===== src/rtl/lsu_pkg.sv =====
// Shared types, load/store op encodings and request-legality helpers for the LSU.
package lsu_pkg;

   typedef enum logic [1:0] {IDLE, REQ, WAIT, RESP} state_t;

   localparam logic [2:0] LS_B  = 3'd0;
   localparam logic [2:0] LS_H  = 3'd1;
   localparam logic [2:0] LS_W  = 3'd2;
   localparam logic [2:0] LS_D  = 3'd3;
   localparam logic [2:0] LS_BU = 3'd4;
   localparam logic [2:0] LS_HU = 3'd5;
   localparam logic [2:0] LS_WU = 3'd6;

   function automatic logic [7:0] size_mask(input logic [2:0] op);
      case (op[1:0])
         2'd0:    return 8'h01;
         2'd1:    return 8'h03;
         2'd2:    return 8'h0F;
         default: return 8'hFF;
      endcase
   endfunction

   // Misaligned access, reserved op 7, or a store using an unsigned load op.
   function automatic logic ls_illegal(input logic we, input logic [2:0] op, input logic [2:0] off);
      logic bad;
      bad = 1'b0;
      case (op)
         LS_B, LS_BU: bad = 1'b0;
         LS_H, LS_HU: bad = off[0];
         LS_W, LS_WU: bad = |off[1:0];
         LS_D:        bad = |off;
         default:     bad = 1'b1;
      endcase
      if (we && op[2]) bad = 1'b1;
      return bad;
   endfunction

endpackage


===== src/rtl/lsu_if.sv =====
// Request, memory and response signals of the LSU; slave is the LSU view, master the environment view.
interface lsu_if #(parameter int XLEN = 64);
   logic            req_valid;
   logic            req_ready;
   logic            req_we;
   logic [2:0]      req_op;
   logic [XLEN-1:0] req_addr;
   logic [XLEN-1:0] req_wdata;
   logic            mem_req_valid;
   logic            mem_req_ready;
   logic            mem_req_we;
   logic [XLEN-1:0] mem_req_addr;
   logic [XLEN-1:0] mem_req_wdata;
   logic [7:0]      mem_req_wstrb;
   logic            mem_rsp_valid;
   logic [XLEN-1:0] mem_rsp_rdata;
   logic            resp_valid;
   logic [XLEN-1:0] resp_rdata;
   logic            resp_err;

   modport slave (
      input  req_valid, req_we, req_op, req_addr, req_wdata,
      input  mem_req_ready, mem_rsp_valid, mem_rsp_rdata,
      output req_ready, mem_req_valid, mem_req_we, mem_req_addr, mem_req_wdata, mem_req_wstrb,
      output resp_valid, resp_rdata, resp_err
   );

   modport master (
      output req_valid, req_we, req_op, req_addr, req_wdata,
      output mem_req_ready, mem_rsp_valid, mem_rsp_rdata,
      input  req_ready, mem_req_valid, mem_req_we, mem_req_addr, mem_req_wdata, mem_req_wstrb,
      input  resp_valid, resp_rdata, resp_err
   );
endinterface


===== src/rtl/lsu_align.sv =====
// Load lane extraction: shifts the addressed bytes down and sign/zero-extends to the access size.
module lsu_align
   import lsu_pkg::*;
#(
   parameter int XLEN = 64
) (
   input  logic [XLEN-1:0] rdata,
   input  logic [2:0]      op,
   input  logic [2:0]      off,
   output logic [XLEN-1:0] data
);

   logic [XLEN-1:0] lane;

   assign lane = rdata >> {off, 3'b000};

   always_comb begin
      data = lane;
      case (op)
         LS_B:    data = {{(XLEN-8){lane[7]}},   lane[7:0]};
         LS_H:    data = {{(XLEN-16){lane[15]}}, lane[15:0]};
         LS_W:    data = {{(XLEN-32){lane[31]}}, lane[31:0]};
         LS_BU:   data = {{(XLEN-8){1'b0}},      lane[7:0]};
         LS_HU:   data = {{(XLEN-16){1'b0}},     lane[15:0]};
         LS_WU:   data = {{(XLEN-32){1'b0}},     lane[31:0]};
         default: data = lane;
      endcase
   end

endmodule


===== src/rtl/lsu.sv =====
// Load/store unit: one outstanding access to a doubleword memory port, with lane shifting and extension.
//
//  state | meaning
//  IDLE  | req_ready high, waiting for a load/store
//  REQ   | mem_req_valid high, holding the request until mem_req_ready
//  WAIT  | waiting for mem_rsp_valid; read lane captured on arrival
//  RESP  | one-cycle resp_valid pulse (also entered directly for illegal requests)
module lsu
   import lsu_pkg::*;
#(
   parameter int XLEN = 64
) (
   input  logic  clk,
   input  logic  rst_n,
   lsu_if.slave  bus
);

   state_t          state;
   logic            we_q;
   logic [2:0]      op_q;
   logic [2:0]      off_q;
   logic [XLEN-1:0] load_data;

   lsu_align #(.XLEN(XLEN)) u_align (
      .rdata (bus.mem_rsp_rdata),
      .op    (op_q),
      .off   (off_q),
      .data  (load_data)
   );

   always_ff @(posedge clk or negedge rst_n) begin
      if (!rst_n) begin
         state             <= IDLE;
         we_q              <= 1'b0;
         op_q              <= 3'd0;
         off_q             <= 3'd0;
         bus.req_ready     <= 1'b1;
         bus.mem_req_valid <= 1'b0;
         bus.mem_req_we    <= 1'b0;
         bus.mem_req_addr  <= '0;
         bus.mem_req_wdata <= '0;
         bus.mem_req_wstrb <= 8'h00;
         bus.resp_valid    <= 1'b0;
         bus.resp_rdata    <= '0;
         bus.resp_err      <= 1'b0;
      end else begin
         case (state)
            IDLE: begin
               if (bus.req_valid) begin
                  we_q          <= bus.req_we;
                  op_q          <= bus.req_op;
                  off_q         <= bus.req_addr[2:0];
                  bus.req_ready <= 1'b0;
                  if (ls_illegal(bus.req_we, bus.req_op, bus.req_addr[2:0])) begin
                     state          <= RESP;
                     bus.resp_valid <= 1'b1;
                     bus.resp_err   <= 1'b1;
                     bus.resp_rdata <= '0;
                  end else begin
                     state             <= REQ;
                     bus.mem_req_valid <= 1'b1;
                     bus.mem_req_we    <= bus.req_we;
                     bus.mem_req_addr  <= {bus.req_addr[XLEN-1:3], 3'b000};
                     bus.mem_req_wdata <= bus.req_we ? (bus.req_wdata << {bus.req_addr[2:0], 3'b000}) : '0;
                     bus.mem_req_wstrb <= bus.req_we ? (size_mask(bus.req_op) << bus.req_addr[2:0]) : 8'hFF;
                  end
               end
            end
            REQ: begin
               if (bus.mem_req_ready) begin
                  bus.mem_req_valid <= 1'b0;
                  state             <= WAIT;
               end
            end
            WAIT: begin
               if (bus.mem_rsp_valid) begin
                  state          <= RESP;
                  bus.resp_valid <= 1'b1;
                  bus.resp_err   <= 1'b0;
                  bus.resp_rdata <= we_q ? '0 : load_data;
               end
            end
            RESP: begin
               bus.resp_valid <= 1'b0;
               bus.req_ready  <= 1'b1;
               state          <= IDLE;
            end
            default: state <= IDLE;
         endcase
      end
   end

endmodule


===== src/flat_wrapper.sv =====
// flat-port wrapper written by rule: the top's interface ports become plain ports
module lsu_flat import lsu_pkg::*;
#(
   parameter int XLEN = 64
)
  (clk, rst_n, bus_req_valid, bus_req_we, bus_req_op, bus_req_addr, bus_req_wdata, bus_mem_req_ready, bus_mem_rsp_valid, bus_mem_rsp_rdata, bus_req_ready, bus_mem_req_valid, bus_mem_req_we, bus_mem_req_addr, bus_mem_req_wdata, bus_mem_req_wstrb, bus_resp_valid, bus_resp_rdata, bus_resp_err);
  lsu_if #(.XLEN(XLEN)) bus_i ();
  input  logic clk;
  input  logic rst_n;
  input wire logic [$bits(bus_i.req_valid)-1:0] bus_req_valid;
  input wire logic [$bits(bus_i.req_we)-1:0] bus_req_we;
  input wire logic [$bits(bus_i.req_op)-1:0] bus_req_op;
  input wire logic [$bits(bus_i.req_addr)-1:0] bus_req_addr;
  input wire logic [$bits(bus_i.req_wdata)-1:0] bus_req_wdata;
  input wire logic [$bits(bus_i.mem_req_ready)-1:0] bus_mem_req_ready;
  input wire logic [$bits(bus_i.mem_rsp_valid)-1:0] bus_mem_rsp_valid;
  input wire logic [$bits(bus_i.mem_rsp_rdata)-1:0] bus_mem_rsp_rdata;
  output wire logic [$bits(bus_i.req_ready)-1:0] bus_req_ready;
  output wire logic [$bits(bus_i.mem_req_valid)-1:0] bus_mem_req_valid;
  output wire logic [$bits(bus_i.mem_req_we)-1:0] bus_mem_req_we;
  output wire logic [$bits(bus_i.mem_req_addr)-1:0] bus_mem_req_addr;
  output wire logic [$bits(bus_i.mem_req_wdata)-1:0] bus_mem_req_wdata;
  output wire logic [$bits(bus_i.mem_req_wstrb)-1:0] bus_mem_req_wstrb;
  output wire logic [$bits(bus_i.resp_valid)-1:0] bus_resp_valid;
  output wire logic [$bits(bus_i.resp_rdata)-1:0] bus_resp_rdata;
  output wire logic [$bits(bus_i.resp_err)-1:0] bus_resp_err;
  assign bus_i.req_valid = bus_req_valid;
  assign bus_i.req_we = bus_req_we;
  assign bus_i.req_op = bus_req_op;
  assign bus_i.req_addr = bus_req_addr;
  assign bus_i.req_wdata = bus_req_wdata;
  assign bus_i.mem_req_ready = bus_mem_req_ready;
  assign bus_i.mem_rsp_valid = bus_mem_rsp_valid;
  assign bus_i.mem_rsp_rdata = bus_mem_rsp_rdata;
  assign bus_req_ready = bus_i.req_ready;
  assign bus_mem_req_valid = bus_i.mem_req_valid;
  assign bus_mem_req_we = bus_i.mem_req_we;
  assign bus_mem_req_addr = bus_i.mem_req_addr;
  assign bus_mem_req_wdata = bus_i.mem_req_wdata;
  assign bus_mem_req_wstrb = bus_i.mem_req_wstrb;
  assign bus_resp_valid = bus_i.resp_valid;
  assign bus_resp_rdata = bus_i.resp_rdata;
  assign bus_resp_err = bus_i.resp_err;
  lsu #(.XLEN(XLEN)) u_core (.clk(clk), .rst_n(rst_n), .bus(bus_i));
endmodule

===== config.mk =====
export PLATFORM = sky130hd
export DESIGN_NAME = lsu_flat
export DESIGN_NICKNAME = d
export VERILOG_FILES = /design/src/rtl/lsu_pkg.sv /design/src/rtl/lsu_if.sv /design/src/rtl/lsu_align.sv /design/src/rtl/lsu.sv /design/src/flat_wrapper.sv
export SDC_FILE = /design/constraint.sdc
export NUM_CORES = 1
export LEC_CHECK = 0
export ABC_AREA = 1
export ABC_CLOCK_PERIOD_IN_PS = 4500
export BUFFER_PORTS_ARGS = -buffer_cell sky130_fd_sc_hd__buf_2
export CORE_UTILIZATION = 30
export CTS_BUF_LIST = sky130_fd_sc_hd__clkbuf_8
export CTS_CLUSTER_DIAMETER = 50
export CTS_CLUSTER_SIZE = 12
export DETAILED_ROUTE_END_ITERATION = 12
export PLACE_DENSITY = 0.51
export SLEW_MARGIN = 40
export SYNTH_ARGS = -nofsm -noshare
export SYNTH_HDL_FRONTEND = slang
export SYNTH_SLANG_ARGS = --single-unit

===== constraint.sdc =====
create_clock -name clk -period 4.5 [get_ports clk]
set_clock_uncertainty 0.2 [all_clocks]
set_input_delay 0.675 -clock clk [delete_from_list [all_inputs] [get_ports clk]]
set_output_delay 0.675 -clock clk [all_outputs]
set_load 0.03 [all_outputs]

# Word level (Yosys, flattened, before mapping)
# Cells that the tools add are included.
# op_classes
shifts	3
n_reduce_logical	21
bitwise_logic	1
n_eq_ne	21
muxes	33
# ops
cell	n
$pmux W64 S6	1
$mux W64	5
$pmux W64 S2	1
$shl A64 B6 Y64	1
$shr A64 B6 Y64	1
$mux W8	4
$pmux W8 S3	1
$eq A3 B3 Y1 const B	6
$reduce_and A4 Y1	3
$mux W1	11
$eq A3 B2 Y1 const B	3
$mux W2	4
$ne A2 B2 Y1 const B	4
$pmux W2 S4	1
$reduce_or A2 Y1	4
$shl A8 B3 Y8	1
$eq A2 B2 Y1 const B	3
$eq A3 B1 Y1 const B	2
$logic_not A3 Y1	2
$pmux W1 S2	3
$reduce_and A3 Y1	2
$reduce_bool A2 Y1	3
$eq A2 B1 Y1 const B	2
$logic_not A2 Y1	2
8 further kinds	9
# totals
regBits	211
output_inout_bits	205
input_bits	201

# Longest topological paths before layout
# Gate-level depths: netlist of the first run.
# logic_depth
word_depth	11
ltp_mapped	13
depth_no_buf	10

# Hierarchy
# A second synthesis of the first run with hierarchy kept.
# unflattened
hier_cells	1970
hier_area_um2	13262.7
# modules_own_cells
mod	area_each_um2	instances	cells_each
lsu	10807.9	1	1478
lsu_align	2454.9	1	492

# Least setup slack after synthesis of the first run
# Ideal clock, no wire load.
# synth_path
kind	input port to flip-flop
start	in bus_req_addr[0]
end	reg u_core.bus.mem_req_wdata[62]
path_stages	10
setup_ns	0.117
arrival_ns	1.747
setup_slack_ns	2.436
required_ns	4.183
n_path_buf	4
path_cell_list	buf_4 nor2_4 nand3_1 nand2_2 nand4_4 buf_6 buf_4 buf_6 nand2_1 nand2_1
# synth_between
elab_chain_len	7
elab_cells_between_ends	10
# synth_lines
item	line_no	rtl
from (decl)	flat_wrapper.sv:13	input wire logic [$bits(bus_i.req_addr)-1:0] bus_req_addr;
$reduce_or A3 Y1 / $reduce_or A2 Y1 (equally long branches)	lsu_pkg.sv:31, lsu_pkg.sv:30	
$pmux W1 S4	lsu_pkg.sv:27	case (op)
$mux W1	lsu_pkg.sv:34	if (we && op[2]) bad = 1'b1;
$mux W1	lsu.sv:49	if (bus.req_valid) begin
$mux W1	lsu.sv:47	case (state)
$not A1 Y1 (no line)	--	
$reduce_and A3 Y1 (no line)	--	
to (signal assigned)	lsu.sv:64	bus.mem_req_wdata <= bus.req_we ? (bus.req_wdata << {bus.req_addr[2:0], 3'b000}) : '0;
to (decl)	lsu_if.sv:24	output req_ready, mem_req_valid, mem_req_we, mem_req_addr, mem_req_wdata, mem_req_wstrb,
# Several ways; a longest one is shown, not always the timed one. The select of a mux whose other input is x is not followed.
# A chain may end at the register's enable or synchronous reset.

# Worst setup path after layout of the first run
# layout_path
start	reg u_core.op_q[1]
end	reg u_core.bus.resp_rdata[45]
# layout_between
elab_chain_len	5
elab_cells_between_ends	10
# layout_lines
item	line_no	rtl
from (decl)	lsu.sv:20	logic [2:0] op_q;
from (signal assigned)	lsu.sv:51	op_q <= bus.req_op;
$eq A3 B3 Y1 (tied with other cells)	lsu_align.sv:19	case (op)
$pmux W64 S6 (*)	lsu_align.sv:19	
$mux W64 (*)	lsu.sv:80	bus.resp_rdata <= we_q ? '0 : load_data;
$mux W64 (*)	lsu.sv:76	if (bus.mem_rsp_valid) begin
$pmux W64 S2 (*)	lsu.sv:47	
to (signal assigned)	lsu.sv:80	
to (decl)	lsu_if.sv:25	output resp_valid, resp_rdata, resp_err
# Every way passes the cells marked *; elsewhere a longest branch is shown, timed or not. The select of a mux whose other input is x is not followed.

==> results.py, run 1 <==
metrics = {
    "floorplan": {
        "die_height_um": 204.5,
        "start_util": 0.3069,
        "fp.coreArea_um2": 40100,
        "dieArea_um2": 41830,
        "ios": 406,
        "die_x_um": 204.5,
        "fp-row-count": 73,
    },
    "setup_path": {
        "regToRegSetupSlack_ns": 1.45,
        "slowest_delay_ns": 0.60,
        "cp.required_ns": 4.74,
        "cp-end-kind": "register",
        "crit_type": "register to register",
        "cp_max_fo": 33,
        "path_cells": "inv_1 -> nand2_1 -> nor2_1 -> nand2_2 -> nand2_4 -> o21ai_0 -> nand2_1",
        "critPathLaunchType": "register",
        "slowest_stage": "dfrtp_1",
        "critPathMostFrequentCell": "nand2_1",
        "cp_num_buf_inv": 1,
        "cpLargestDelayFamily": "simple AND/OR/NAND/NOR gates",
        "worstPathArrival_ns": 3.29,
    },
    "final_layout": {
        "final_nets": 2328,
        "final_cell_mix": "nand2_1, buf_2, dfrtp_1",
        "multi_input_area_um2": 6096,
        "postLayoutCoreUtil": 0.3804,
        "fill_cells": 4359,
        "drive_gt1_frac": 0.2387,
        "area.growth.synth_to_final_pct": 23.97,
        "register_area_um2": 5283,
        "final_common_cell": "nand2_1",
        "final_cells": 2675,
    },
    "placement": {
        "numPortBuffers": 402,
        "place_inst": 2610,
        "post-place-ws_ns": 1.414,
        "place.gp.congestion": 0.9344,
        "place_hpwl_um": 36010,
    },
    "power_and_ir_drop": {
        "p_sw_w": 0.005872,
        "netSwitchingFraction": 0.5231,
        "power_frac_seq": 0.280,
        "powerDensity_nw_per_um2": 735.9,
        "power_frac_comb": 0.542,
        "clkPwrFrac": 0.178,
        "p_int_w": 0.005354,
        "leakage_nw": 8.620,
        "peakVddDrop_v": 0.0003309,
    },
    "timing": {
        "setup_ws_ns": 1.445,
        "fin_tns_setup_ns": 0,
        "drv_slew": 0,
        "fmaxAchievable_mhz": 327.4,
        "post-route-min-period_ns": 3.055,
        "max-slew-margin-rel": 0.4578,
        "hold_viol_final": 0,
        "tightestPinTransition_ns": 0.8082,
        "finalSetupViolCount": 0,
        "timing.final.crit_share": 0.6789,
        "rsz0062_at_grt": "false",
    },
    "logic_synthesis": {
        "synth-edff-count": 0,
        "synth_top_area_frac": 0.4271,
        "netlist_instances": 1793,
        "yosys-top-cells-area": "dfrtp_1, nand2_1, nand3_1, o21ai_0, a21oi_1",
        "synth_area_um2": 12300,
        "yosys_warnings": 0,
        "ys_seq_area_frac": 0.4292,
        "synthArstFlopShare": 1.000,
        "ys_seq_elements": 211,
        "synth.avg_cell_area_um2": 6.862,
        "synth_cell_type_count": 38,
        "synth_ff_type": "dfrtp_1",
        "yosys.area.top_type": "dfrtp_1",
    },
    "grt": {
        "grt_pass1_wl_um": 74690,
        "gr-total-overflow": 0,
        "grt_usage": 0.2335,
        "grt_pass1_vias": 12890,
        "antenna_found_initial": 12,
        "grt_max_degree": 93,
    },
    "clock_network": {
        "clk_pin_slew_ns": 0.08,
        "htreeDepth": 2,
        "cts_buffers": 34,
        "ctsResizeCount": 0,
        "clk_path_buf_depth": 3,
        "postCtsSetupRepairBufs": 0,
        "root_buffer": "clkbuf_8",
        "cts_sinks": 211,
        "hold_buffers": 1,
        "tritoncts": "yes",
        "insertion_delay_ns": 0.57,
    },
    "detailed_routing": {
        "drt_pass1_iterations": 7,
        "wirelength_um": 49780,
        "ant_nets": 0,
        "vias": 13120,
        "viasPerCell": 4.904,
        "drc": 0,
        "routedWlPerCell_um": 18.61,
        "drt-initial-drc-count": 995,
    },
    "hold_path": {
        "hold_class": "input port to register",
    },
    "run": {
        "max_cap_viol_count": 0,
    },
    "outcome": {
        "outcome": "finished, final reports clean",
    },
}
-- Yosys cell counts, types with 2 or more instances --
master,n
nand2_1,864
dfrtp_1,210
nand3_1,185
o21ai_0,141
nor2_1,59
a21oi_1,50
buf_2,50
inv_1,47
clkbuf_1,36
o21ai_1,30
buf_4,17
buf_6,16
o211ai_1,13
or2_2,12
buf_1,10
mux2i_1,10
o22ai_1,7
ha_1,5
inv_2,3
nand2_2,3
nand3_2,3
nor2_4,3
clkbuf_2,2
inv_4,2
o31ai_1,2
-- worst register-to-register path: cells and delay by family (launching register included) --
kind	cells	cell delay (ns)
simple gates	5	1.35
flops	1	0.60
buf+inv	1	0.40
compound gates	1	0.37
-- power groups by stage --
| stage | combinational [W] | clock [W] | sequential [W] |
|---|---|---|---|
| floorplan | 0.00288 | 0 | 0.00455 |
| global placement | 0.00610 | 0 | 0.00318 |
| detailed placement | 0.00612 | 0 | 0.00316 |
| CTS | 0.00613 | 0.00208 | 0.00316 |
| global route | 0.00666 | 0.00214 | 0.00324 |
| finish | 0.00608 | 0.00200 | 0.00315 |
-- cells by family (layout without fill, tap and decap cells) --
family,Yosys count,in the layout,share of synthesized area
muxes,10,10,0.008135
AOI/OAI and AO/OA,247,247,0.1053
other,1,8,0.0003048
DFF,211,211,0.4292
adders and majority gates,5,5,0.005084
and+or+nand+nor,1135,1135,0.3751
buffers and inverters,184,534,0.07677
-- sequential cells by signal (all words and copies together) (netlist names), 2 cells and up --
name / count
u_core.bus.mem_req_wdata: 64
u_core.bus.mem_req_wstrb: 8
u_core.bus.resp_rdata: 64
u_core.off_q: 3
u_core.op_q: 3
u_core.bus.mem_req_addr: 61
u_core.state: 2
-- per-stage QoR --
step / total power [W] / hold slack, ns / area, um2
global route: 0.01205 / 0.05078 / 15240
global placement: 0.009273 / 0.2583 / 14410
finish: 0.01123 / 0.09691 / 15250
detailed placement: 0.009285 / 0.2594 / 14440
floorplan: 0.007432 / 0.1794 / 12310
CTS: 0.01136 / 0.03630 / 15240
-- layout make-up --
| type | instances | area share |
|---|---|---|
| Clock buffer | 37 | 0.03339 |
| Sequential cell | 211 | 0.3463 |
| Tap cell | 525 | 0.04306 |
| Multi-Input combinational cell | 1400 | 0.3996 |
| Inverter | 53 | 0.01353 |
| Timing Repair Buffer | 422 | 0.1449 |
| Clock inverter | 22 | 0.01829 |
| Antenna cell | 5 | 0.0008203 |
-- final timing paths --
path / startpoint / endpoint / depth (start not counted)
min in group asynchronous: rst_n / u_core.bus.resp_rdata[3] / 2
setup / recovery: u_core.op_q[1] / u_core.bus.resp_rdata[45] / 7
hold reg to reg: u_core.bus.mem_req_addr[36] / u_core.bus.mem_req_addr[36] / 2
setup reg to reg: u_core.op_q[1] / u_core.bus.resp_rdata[45] / 7
hold / removal: bus_req_addr[63] / u_core.bus.mem_req_addr[63] / 3
max in group asynchronous: rst_n / u_core.off_q[0] / 4
-- metal layers --
layer  vias up  global-route usage  share of wire
met5         -                   0         0.0018
met4        14             0.08635          0.034
met3       101             0.07254          0.083
met2       489              0.3939           0.48
met1      6113              0.2771           0.40
li1       6401                   -              -
(Power assumes the default switching activity.)
==> run 2, diff against run 1 <==
--- a/config.mk
+++ b/config.mk
@@ -5,15 +5,15 @@
 export SDC_FILE = /design/constraint.sdc
 export NUM_CORES = 1
 export LEC_CHECK = 0
-export ABC_AREA = 1
-export ABC_CLOCK_PERIOD_IN_PS = 4500
+export ABC_AREA = 0
+export ABC_CLOCK_PERIOD_IN_PS = 2530
 export BUFFER_PORTS_ARGS = -buffer_cell sky130_fd_sc_hd__buf_2
 export CORE_UTILIZATION = 30
 export CTS_BUF_LIST = sky130_fd_sc_hd__clkbuf_8
 export CTS_CLUSTER_DIAMETER = 50
 export CTS_CLUSTER_SIZE = 12
 export DETAILED_ROUTE_END_ITERATION = 12
-export PLACE_DENSITY = 0.51
+export PLACE_DENSITY = 0.53
 export SLEW_MARGIN = 40
 export SYNTH_ARGS = -nofsm -noshare
 export SYNTH_HDL_FRONTEND = slang
==> constraint.sdc (replaced) <==
create_clock -name clk -period 2.53 [get_ports clk]
set_clock_uncertainty 0.2 [all_clocks]
set_input_delay 0.3795 -clock clk [delete_from_list [all_inputs] [get_ports clk]]
set_output_delay 0.3795 -clock clk [all_outputs]
set_load 0.03 [all_outputs]
==> results.py, run 2 <==
metrics = {
    "setup_path": {
        "critPathLaunchType": "register",
        "cp-end-kind": "register",
        "worstPathArrival_ns": 2.69,
        "cp_max_fo": 32,
        "crit_type": "register to register",
        "crit_path_start": "u_core.off_q[0]",
        "cp.required_ns": 2.79,
        "regToRegStartpoint": "u_core.off_q[0]",
    },
    "timing": {
        "finalSetupViolCount": 0,
        "tightestPinTransition_ns": 0.7531,
        "max-slew-margin-rel": 0.4960,
        "fin_tns_setup_ns": 0,
        "hold_viol_final": 0,
        "timing.final.crit_share": 0.9610,
        "post-route-min-period_ns": 2.431,
        "fmaxAchievable_mhz": 411.3,
        "setup_ws_ns": 0.09869,
        "drv_slew": 0,
        "rsz0062_at_grt": "false",
    },
    "floorplan": {
        "start_util": 0.3048,
        "die_height_um": 200.2,
        "die_x_um": 200.2,
        "dieArea_um2": 40060,
        "fp.coreArea_um2": 38650,
        "ios": 406,
        "fp-row-count": 72,
    },
    "clock_network": {
        "clk_pin_slew_ns": 0.07,
        "cts_sinks": 211,
        "clk_path_buf_depth": 3,
        "tritoncts": "yes",
        "root_buffer": "clkbuf_8",
        "cts_buffers": 34,
        "insertion_delay_ns": 0.59,
        "htreeDepth": 2,
    },
    "placement": {
        "place_hpwl_um": 32090,
        "place.gp.congestion": 0.9185,
        "numPortBuffers": 402,
        "post-place-ws_ns": 0.1215,
    },
    "detailed_routing": {
        "routedWlPerCell_um": 19.52,
        "ant_nets": 0,
        "wirelength_um": 44540,
        "wl_met3_um": 3741,
        "wl_met2_um": 20790,
        "drt-initial-drc-count": 595,
        "wl_met1_um": 18600,
        "top_layer": "met5",
        "drc": 0,
        "vias": 11520,
        "drt_pass1_iterations": 5,
        "viasPerCell": 5.046,
    },
    "logic_synthesis": {
        "ys_seq_area_frac": 0.4484,
        "synth_ff_type": "dfrtp_1",
        "synthArstFlopShare": 1.000,
        "synthTopCellsByCount": "nand2_1, dfrtp_1, mux2i_1, o21ai_0, clkbuf_1",
        "synth_cell_type_count": 63,
        "netlist_instances": 1253,
        "synth_top_area_frac": 0.4461,
        "synth_area_um2": 11780,
        "yosys_warnings": 0,
        "yosys-top-cells-area": "dfrtp_1, nand2_1, mux2i_1, mux2_2, mux4_2",
        "ys_seq_elements": 211,
        "synth-edff-count": 0,
        "yosysMostFrequentCell": "nand2_1",
        "yosys.area.top_type": "dfrtp_1",
        "synth.avg_cell_area_um2": 9.400,
    },
    "final_layout": {
        "area.growth.synth_to_final_pct": 38.15,
        "fill_cells": 3850,
        "register_area_um2": 5284,
        "multi_input_area_um2": 6013,
        "reg_top3": "u_core.bus.mem_req_wdata (64), u_core.bus.resp_rdata (64), u_core.bus.mem_req_addr (61)",
        "drive_gt1_frac": 0.3540,
        "final_nets": 1942,
        "final_cell_mix": "buf_2, nand2_1, dfrtp_1",
        "final_common_cell": "buf_2",
    },
    "hold_path": {
        "hold_class": "input port to register",
        "hold_path_startpoint": "bus_req_wdata[15]",
    },
    "power_and_ir_drop": {
        "peakVddDrop_v": 0.0006795,
        "leakage_nw": 8.190,
        "powerDensity_nw_per_um2": 1190,
    },
    "grt": {
        "grt_pass1_wl_um": 68810,
        "antenna_found_initial": 4,
        "gr-total-overflow": 0,
        "grt_pass1_vias": 11660,
        "grt_usage": 0.2192,
        "grt_max_degree": 91,
    },
    "run": {
        "max_cap_viol_count": 0,
    },
    "outcome": {
        "outcome": "finished, final reports clean",
    },
}
run 2: routing by layer:
metal | global-route usage | vias to the layer above
met4 | 0.08489 | 4
met1 | 0.2735 | 5552
met5 | 0 | -
met3 | 0.06394 | 82
li1 | - | 5400
met2 | 0.3564 | 478
run 2: critical path, cell delays in order, from the launching register on:
cell       delay (ns)
dfrtp_2          0.50
mux2i_1          0.18
mux4_2           0.50
buf_4            0.16
nor4_4           0.24
a2111oi_4        0.07
buf_12           0.21
o31ai_1          0.27
run 2: area by class of cell:
class                   count  area share
repair buffers            555      0.2173
multi-input cells         925      0.3695
clock buffers              37     0.03130
clock inverters            23     0.01461
inverters                   9    0.002076
diodes                      4   0.0006151
well taps                 518     0.03983
flip-flops and latches    211      0.3247
run 2: final timing paths:
check / endpoint / slack (ns) / cells after the start
worst max-delay path: u_core.bus.resp_rdata[57] / 0.1 / 7
worst min-delay path: u_core.bus.mem_req_wdata[15] / 0.07 / 3
worst max register to register: u_core.bus.resp_rdata[57] / 0.1 / 7
worst min register to register: u_core.bus.mem_req_wdata[6] / 0.27 / 2
max in group asynchronous: u_core.bus.req_ready / 1.23 / 3
min in group asynchronous: u_core.off_q[1] / 0.17 / 2
run 2: logic make-up after synthesis:
logic type / Yosys count / synth area share
AO/OA/AOI/OAI: 293 / 0.1718
XOR/XNOR: 1 / 0.0007437
adder cells (fa/ha/maj): 5 / 0.005311
buffers and inverters: 119 / 0.04366
flip-flops: 211 / 0.4484
multiplexers: 167 / 0.1727
other: 1 / 0.0003184
AND/OR/NAND/NOR: 456 / 0.1571
run 2: repair_timing:
| action | in CTS | in global routing |
|---|---|---|
| buffers inserted | 0 | 0 |
| resized for setup | 0 | 0 |
| hold endpoints to repair | 205 | 0 |
| hold buffers | 80 | 0 |
run 2: where the power goes:
group,switching (W),internal (W)
registers,0.000940,0.00472
logic,0.00680,0.00352
clock network,0.00165,0.00173
run 2: metrics by stage:
step	power (W)	area, um2	cells	utilization	hold WS (ns)
final	0.01936	16270	2282	0.4210	0.07331
after floorplan	0.01223	11790	1255	-	-0.1161
after CTS	0.01952	16260	2278	0.4208	0.03646
after global placement	0.01586	14710	2138	0.3807	0.1879
after global routing	0.02049	16260	2279	0.4208	0.07123
after detailed placement	0.01594	14710	2138	0.3807	0.1890
